<file path="config.mk">
export PLATFORM = sky130hd
export DESIGN_NAME = booth_radix4_mult
export DESIGN_NICKNAME = d
export VERILOG_FILES = /design/src/rtl/booth_radix4_mult.sv
export SDC_FILE = /design/constraint.sdc
export NUM_CORES = 1
export LEC_CHECK = 0
export CAP_MARGIN = 20
export CORE_MARGIN = 10
export CORE_UTILIZATION = 50
export CTS_CLUSTER_DIAMETER = 60
export DETAILED_ROUTE_END_ITERATION = 7
export PLACE_DENSITY_LB_ADDON = 0.05
export SYNTH_ARGS = -nofsm -noshare
export SYNTH_HDL_FRONTEND = slang
export SYNTH_SLANG_ARGS = --single-unit
</file>
<file path="constraint.sdc">
create_clock -name clk -period 3.2 [get_ports clk]
set_input_delay 0.48 -clock clk [delete_from_list [all_inputs] [get_ports clk]]
set_output_delay 0.48 -clock clk [all_outputs]
set_load 0.005 [all_outputs]
</file>
<file path="src/rtl/booth_radix4_mult.sv">
// Iterative radix-4 Booth multiplier with runtime signed/unsigned mode and start/ready/done handshake.
// Latency STEPS+1 edges from accept to done; start is only taken while ready=1, never queued.
module booth_radix4_mult #(
  parameter int DATA_WIDTH = 8
) (
  input  logic                      clk,
  input  logic                      rst,
  input  logic                      start,
  input  logic                      signed_mode,
  input  logic [DATA_WIDTH-1:0]     multiplicand,
  input  logic [DATA_WIDTH-1:0]     multiplier,
  output logic                      ready,
  output logic                      done,
  output logic [2*DATA_WIDTH-1:0]   product
);

  localparam int W         = DATA_WIDTH;
  localparam int XW        = (W % 2 == 0) ? W + 2 : W + 1;
  localparam int STEPS     = XW / 2;
  localparam int CNT_WIDTH = $clog2(STEPS + 1);

  typedef enum logic [1:0] {S_IDLE, S_CALC, S_DONE} state_t;

  state_t               state, state_nx;
  logic [XW:0]          ac;
  logic [XW-1:0]        q_reg;
  logic                 q_m1;
  logic [XW:0]          m_ext;
  logic [CNT_WIDTH-1:0] cnt;

  logic                 accept;
  logic                 last_step;
  logic                 m_sx, q_sx;
  logic [XW:0]          m_load;
  logic [XW-1:0]        q_load;
  logic [XW:0]          m_dbl;
  logic [XW:0]          addend;
  logic [XW:0]          sum;
  logic [2*XW+1:0]      shifted;

  assign accept    = start & ready;
  assign last_step = (cnt == CNT_WIDTH'(STEPS - 1));

  // Extension to XW bits keeps unsigned values positive when seen as signed.
  assign m_sx   = signed_mode & multiplicand[W-1];
  assign q_sx   = signed_mode & multiplier[W-1];
  assign m_load = {{(XW + 1 - W){m_sx}}, multiplicand};
  assign q_load = {{(XW - W){q_sx}}, multiplier};

  assign m_dbl = {m_ext[XW-1:0], 1'b0};

  always_comb begin
    addend = '0;
    case ({q_reg[1:0], q_m1})
      3'b001, 3'b010: addend = m_ext;
      3'b011:         addend = m_dbl;
      3'b100:         addend = -m_dbl;
      3'b101, 3'b110: addend = -m_ext;
      default:        addend = '0;
    endcase
  end

  assign sum = ac + addend;
  // Arithmetic shift of {AC,Q,q-1} by two, with the freshly added AC.
  assign shifted = {sum[XW], sum[XW], sum, q_reg[XW-1:1]};

  always_ff @(posedge clk) begin
    if (rst) state <= S_IDLE;
    else     state <= state_nx;
  end

  always_comb begin
    state_nx = state;
    ready    = 1'b0;
    done     = 1'b0;
    case (state)
      S_IDLE: begin
        ready = 1'b1;
        if (start) state_nx = S_CALC;
      end
      S_CALC: begin
        if (last_step) state_nx = S_DONE;
      end
      S_DONE: begin
        ready    = 1'b1;
        done     = 1'b1;
        state_nx = start ? S_CALC : S_IDLE;
      end
      default: state_nx = S_IDLE;
    endcase
  end

  always_ff @(posedge clk) begin
    if (rst) begin
      ac      <= '0;
      q_reg   <= '0;
      q_m1    <= 1'b0;
      m_ext   <= '0;
      cnt     <= '0;
      product <= '0;
    end else if (accept) begin
      ac      <= '0;
      q_reg   <= q_load;
      q_m1    <= 1'b0;
      m_ext   <= m_load;
      cnt     <= '0;
    end else if (state == S_CALC) begin
      ac    <= shifted[2*XW+1:XW+1];
      q_reg <= shifted[XW:1];
      q_m1  <= shifted[0];
      cnt   <= cnt + CNT_WIDTH'(1);
      if (last_step) product <= shifted[2*W:1];
    end
  end

endmodule

</file>
==> summary.md <==
| Metric | Value |
|---|---|
| Worst hold path type | `reg -> reg` |
| Worst-Skew Late Latency | `300 ps` |
| Top-count cell post-synth | `nand2_1` |
| Ports | `38` |
| Clk slew on worst S/H paths | `around 90 ps` |
| Compound-Gate Fraction of Synth Area | `0.222` |
| Worst hold slack | `455 ps` |
| Setup WS post-layout | `208 ps` |
| Crit start category | `flip-flop` |
| Main combinational cell family by area after synthesis | `simple AND/OR/NAND/NOR gates` |
| Initial DRT Pass Iterations | `4` |
| Synth Register Bits | `50` |
| DIE WIDTH | `slightly below 100 um` |
| Net Sw Power | `417 uW` |
| Post-Syn Area | `between 2000 and 3000 sq um` |
| Final Setup Violations | `0` |
| I/O Buffers | `37` |
| Setup crit end kind | `flip-flop` |
| Top-area cell type share of the netlist area | `0.339` |
| Area delta synth->final | `20.1%` |
| Tmin final | `2990 ps` |
| CP arrival | `3180 ps` |
| Drt initial violations | `122` |
| Multi-input gate area | `roughly 1800 sq um` |
| CTS Root Cell | `clkbuf_8` |
| Worst path slowest cell | `ha_1` |
| Cell taking the most area after synthesis | `dfxtp_1` |
| Largest net degree at the start of global routing | `38` |
| First-pass GRT wire length | `12.6 mm` |
| Static leakage power | `0.00136 uW` |
| CTS HTree Levels | `2` |
| Register area | `between 1000 and 1500 sq um` |
| DP Wirelength | `5.49 mm` |
| Layout Nets | `462` |
| Yosys cell types | `49` |
| Multiplexer share of the synthesized area | `0.0174` |
| Synth Instances | `397` |
| Max_cap viols | `0` |
| Worst Tran Pin Value | `between 700 and 800 ps` |
| Post-synth EDFFs | `0` |
| Adder-cell area share of the yosys netlist | `0.0619` |
| Worst path buffer plus inverter count | `3` |
| Synth cell count leaders | `nand2_1, dfxtp_1, a21oi_1` |
| CP max FO | `5` |
| Routability Congestion | `0.899` |
| Final hold violations | `0` |
| Power density cells | `407 nW/um^2` |
| Worst clock skew | `5.61 ps` |
| Seq pwr share | `0.472` |
| Total track usage | `0.152` |
| CP cell instances | `inv_2, ha_1, buf_4, nor4b_4, a21oi_1, xnor2_1, nor2_1, o21ai_1, o311ai_1, ha_1, inv_1, o211ai_1, a31oi_1, o211a_1, o21ai_1, o31ai_2` |
| Synth Area in Simple Gates | `0.258` |
| Max VDD drop | `0.374 mV` |
| Ys Warns | `0` |
| RSZ-0062 raised after global routing | `true` |
| Synth Net Count | `approximately 430` |
| Final ANT Viol Nets | `0` |
| Sink Count | `50` |
| Clock power frac | `0.299` |
| Initial core utilization | `0.526` |
| Seq/Total Area, Yosys | `0.339` |
| Row count | `27` |
| Core ar. | `5610 sq um` |
| XOR/XNOR share of the synthesized area | `0.0505` |
| Die Ht | `96.8 um` |
| Clock buffer count from CTS | `5` |
| Initial antenna violation count | `0` |
| Vias in the first global route | `2,716` |
| Post-CTS Hold Fix Bufs | `0` |
| Switching part of the total power | `0.290` |
| Post-synthesis async set-or-reset flop share | `0` |
| Max-slew violations | `0` |
| Slew HR | `0.480` |
| Outcome | `complete, no violations` |
| Fillers | `between 500 and 600` |
| Period utilization | `0.935` |
| Antenna Diode Count | `0` |
| Max FFs per register | `16` |
| Comb pwr share | `0.229` |
| CP peak stage delay | `approximately 400 ps` |
| Routed vias | `2,814` |
| Mean Syn Cell Area | `7.43 sq um` |
| DRT Wirelength | `7.33 mm` |
| Routed wire per std cell | `14.6 um` |
| Post-route DRC | `0` |
| Full die area | `9370 sq um` |
| CTS tree | `built` |
| Gr ovfl total | `0` |
| CTS max path bufs | `2` |
| Predominant post-synthesis flop cell | `dfxtp_1` |
| WS Path Type | `reg -> reg` |
| Layout cell share with drive strength beyond 1 | `0.0909` |
| Crit-path leading delay family | `compound AO/OA/AOI/OAI gates` |
| Crit path required time | `3390 ps` |
| Int Pwr | `1020 uW` |
| Max Freq | `0.334 GHz` |
| Pre-CTS setup slack | `between 100 and 150 ps` |
| Drt via density | `~5.6` |
| Top post-synthesis cells by area | `dfxtp_1, nand2_1, a21oi_1` |
-- logic make-up (layout without fill, tap and decap cells) --
logic type / after synthesis / after routing
multiplexers: 5 / 5
adder cells (fa/ha/maj): 14 / 14
buffers and inverters: 37 / 69
AND/OR/NAND/NOR: 169 / 169
flip-flops: 50 / 50
AO/OA/AOI/OAI: 105 / 105
XOR/XNOR: 17 / 17
-- path summary, 6_finish.rpt --
| kind | startpoint | to | slack (ps) | cells past startpoint |
|---|---|---|---|---|
| max | m_ext[0] | ac[8] | 210 | 16 |
| min | product[8] | product[8] | 460 | 2 |
| max reg2reg | m_ext[0] | ac[8] | 210 | 16 |
| min reg2reg | product[8] | product[8] | 460 | 2 |
-- per-stage QoR --
stage                     cell area, sq um  std cells  TNS, ps   util  total power, uW
after detailed placement              3380        490        0  0.603             1010
after global placement                3380        490        0  0.603             1000
after CTS                             3490        498        0  0.623             1450
after floorplan                       2950        397        0      -              918
final                                 3540        501        0  0.632             1440
after global routing                  3540        501    -35.4  0.632             1520
-- layer usage --
layer	GRT usage	part of all wire	vias up
li1	-	-	1442
met1	0.183	0.45	1318
met2	0.259	0.50	45
met3	0.0341	0.044	9
met4	0.0530	0.014	0
met5	0	0	-
-- layout make-up --
cell class	count	area share
Clock buffer	5	0.0194
Inverter	9	0.00954
Sequential cell	50	0.283
Timing Repair Buffer	52	0.136
Clock inverter	3	0.0113
Tap cell	72	0.0254
Multi-Input combinational cell	310	0.515
-- cells in the final DEF, fill, tap and decap left out, types with 2 or more instances in the layout --
cell type,Yosys,routed
nand2_1,95,95
dfxtp_1,50,49
a21oi_1,47,45
clkdlybuf4s50_1,0,37
nor2_1,36,35
buf_4,1,15
ha_1,13,13
nand3_1,12,12
xnor2_1,11,11
a311oi_1,8,8
inv_1,8,7
nand2b_1,7,7
o22ai_1,6,6
a31oi_1,6,6
xor2_1,6,6
a211oi_1,6,6
a21o_1,5,5
clkbuf_8,0,5
mux2i_1,4,4
nor2b_1,4,4
o21ai_1,5,4
o21ai_0,5,4
nor3_1,3,3
a221oi_1,3,3
nand4_1,3,3
inv_2,1,2
o211a_1,2,2
o21ai_2,0,2
a21oi_2,0,2
o21bai_1,2,2
o211ai_1,2,2
clkinv_2,0,2
-- worst register-to-register path, stage by stage (launching register included) --
cell and delay [ps]:
dfxtp_1 350, inv_2 80, ha_1 160, buf_4 130, nor4b_4 290, a21oi_1 130
xnor2_1 140, nor2_1 70, o21ai_1 130, o311ai_1 130, ha_1 390, inv_1 100
o211ai_1 180, a31oi_1 80, o211a_1 260, o21ai_1 170, o31ai_2 90
-- power groups by stage --
| stage | combinational, uW | sequential (uW) | clock [uW] |
|---|---|---|---|
| 3_3_place_gp | 310 | 693 | 0 |
| 5_1_grt | 371 | 685 | 470 |
| 6_report | 330 | 680 | 431 |
| 4_1_cts | 317 | 679 | 452 |
| 3_5_place_dp | 315 | 694 | 0 |
| 2_1_floorplan | 243 | 675 | 0 |
-- timing repair --
| action | 4_1_cts | 5_1_grt |
|---|---|---|
| setup buffers | 0 | 3 |
| setup endpoints to repair | 0 | 7 |
| gates resized for setup | 0 | 10 |
Power figures use the tool's default switching activity.
==> edit, RTL diff (same settings) <==
`DATA_WIDTH`: 8 -> 16.
--- a/src/rtl/booth_radix4_mult.sv
+++ b/src/rtl/booth_radix4_mult.sv
@@ -1,7 +1,7 @@
 // Iterative radix-4 Booth multiplier with runtime signed/unsigned mode and start/ready/done handshake.
 // Latency STEPS+1 edges from accept to done; start is only taken while ready=1, never queued.
 module booth_radix4_mult #(
-  parameter int DATA_WIDTH = 8
+  parameter int DATA_WIDTH = 16
 ) (
   input  logic                      clk,
   input  logic                      rst,
Ports: changed (resized multiplicand, multiplier and product); port bits go from 38 to 70. No check against the original RTL was run, so the function may have changed too.
==> edit against the unedited design <==
The flow now finishes with violations (negative setup slack); routed wire length increased by 140%; largest power group unchanged; worst setup slack got worse by 0.52 ns; power grew 94%; utilization grew 6.4 points; critical path type unchanged; cell area rose by 110%; sequential cell count grew 41; area after synthesis rose by 88%; first-iteration DRC count grew to 3.2 times the old value.
==> edit: results (changes against the unedited design) <==
GRT
-------------------------------------------------------------------------------------------------
M1 GR Usage ........................................................................       0.2585   was 0.1828
Fraction of met2 tracks used by global routing .....................................       0.3397   was 0.2592
GRT Util Overall ...................................................................       0.2082   was 0.1524
Maximum number of pins on one net before global-route repair .......................           47   was 38

PLACED DESIGN
-------------------------------------------------------------------------------------------------
Post-place setup slack .............................................................   -0.3044 ns   was 0.1014 ns
Gp weighted congestion .............................................................       0.9395   was 0.8990
Placed insts .......................................................................          982   was 490
Area post-placement ................................................................ 0.006990 mm^2   was 0.003383 mm^2

LAYOUT
-------------------------------------------------------------------------------------------------
Flip-flop count of the largest register, all copies and words added ................           32   was 16
Total number of nets in the final design ...........................................          919   was 462
Ratio of cells with drive above 1 in the final layout ..............................       0.2344   was 0.09091
Number of standard cells in the final layout excluding fillers .....................         1006   was 501

CRITICAL PATH
-------------------------------------------------------------------------------------------------
Highest fanout seen on the critical path ...........................................            4   was 5
Endpoint of the worst register-to-register path ....................................  product[30]   was ac[8]
Worst endpoint data arrival time ...................................................      3.84 ns   was 3.18 ns
Slowest cell on the critical path ..................................................        or4_4   was ha_1
Depth of the worst register-to-register path .......................................           15   was 16

ROUTING
-------------------------------------------------------------------------------------------------
Sum of routed wire segments on met1 ................................................      7609 um   was 3265 um
Initial DRC Count ..................................................................          392   was 122
Routed length on met3 ..............................................................      1200 um   was 322 um
Total iterations of the first detailed-routing run .................................            7   was 4

STATUS
-------------------------------------------------------------------------------------------------
Run status ......................................................................... finished, violations left   was complete, no violations
Violations in the final reports .................................................... negative setup slack

CLOCK TREE
-------------------------------------------------------------------------------------------------
Total setup buffers inserted after CTS .............................................            1   was 0
Clock insertion delay at the later pin of the skew report ..........................      0.39 ns   was 0.30 ns
Post-CTS sizing ....................................................................           13   was 0

SYNTH
-------------------------------------------------------------------------------------------------
Top-area cell type share of the netlist area .......................................       0.3293   was 0.3394
Number of distinct library cell variants in the gate-level netlist after synthesis .           73   was 49
Most common library cells after synthesis .......................................... nand2_1 (151), dfxtp_1 (91), a21oi_1 (84), nor2_1 (45), clkbuf_1 (31)   was nand2_1 (95), dfxtp_1 (50), a21oi_1 (47), nor2_1 (36), clkbuf_1 (24)
Synthesized net count ..............................................................          787   was 431
Top post-synthesis cells by area ................................................... dfxtp_1 (33%), nand2_1 (10%), a21oi_1 (7.6%)   was dfxtp_1 (34%), nand2_1 (12%), a21oi_1 (8.0%)
Synth Instances ....................................................................          729   was 397

STA
-------------------------------------------------------------------------------------------------
Remaining max-slew budget at the tightest pin ......................................       0.4761   was 0.4800
Final setup viols ..................................................................           17   was 0
Minimum setup slack in the final design ............................................   -0.3079 ns   was 0.2084 ns
Post-route setup TNS ...............................................................    -3.540 ns   was 0 ns
Worst Clk Skew .....................................................................   0.01713 ns   was 0.005609 ns
Worst Hold Slack ...................................................................    0.4633 ns   was 0.4553 ns

PWR
-------------------------------------------------------------------------------------------------
Reported leakage power .............................................................     3.003 nW   was 1.364 nW
Clock group share of total power ...................................................        0.300   was 0.299

HOLD PATH
-------------------------------------------------------------------------------------------------
Hold EP ............................................................................  product[10]   was product[8]

-- edit: cell count changes in the layout (fill, tap and decap cells not counted), sizes merged, moves of 12 or more --
cell / unedited run / this run
clkdlybuf4s50: 37 / 68
nand2: 95 / 151
nor3: 4 / 16
a21oi: 47 / 84
a22oi: 1 / 16
buf: 15 / 107
o21ai: 10 / 31
dfxtp: 50 / 91
-- edit: cells by family (layout without fill, tap and decap cells) --
kind of cell             Yosys count  count (layout)  synth area share
AND/OR/NAND/NOR                  301             301            0.2642
AO/OA/AOI/OAI                    217             217            0.2518
flip-flops                        91              91            0.3293
buffers and inverters             67             204           0.05338
XOR/XNOR                          26              26           0.04117
adder cells (fa/ha/maj)           22              22           0.05112
multiplexers                       5               5          0.009048
-- edit: final cells by class --
class,count,area [um^2]
multi-input cells,571,3766
fillers,917,3299
flip-flops and latches,91,1826
repair buffers,175,1516
well taps,140,175.2
clock buffers,11,141.4
clock inverters,5,65.06
inverters,13,51.30
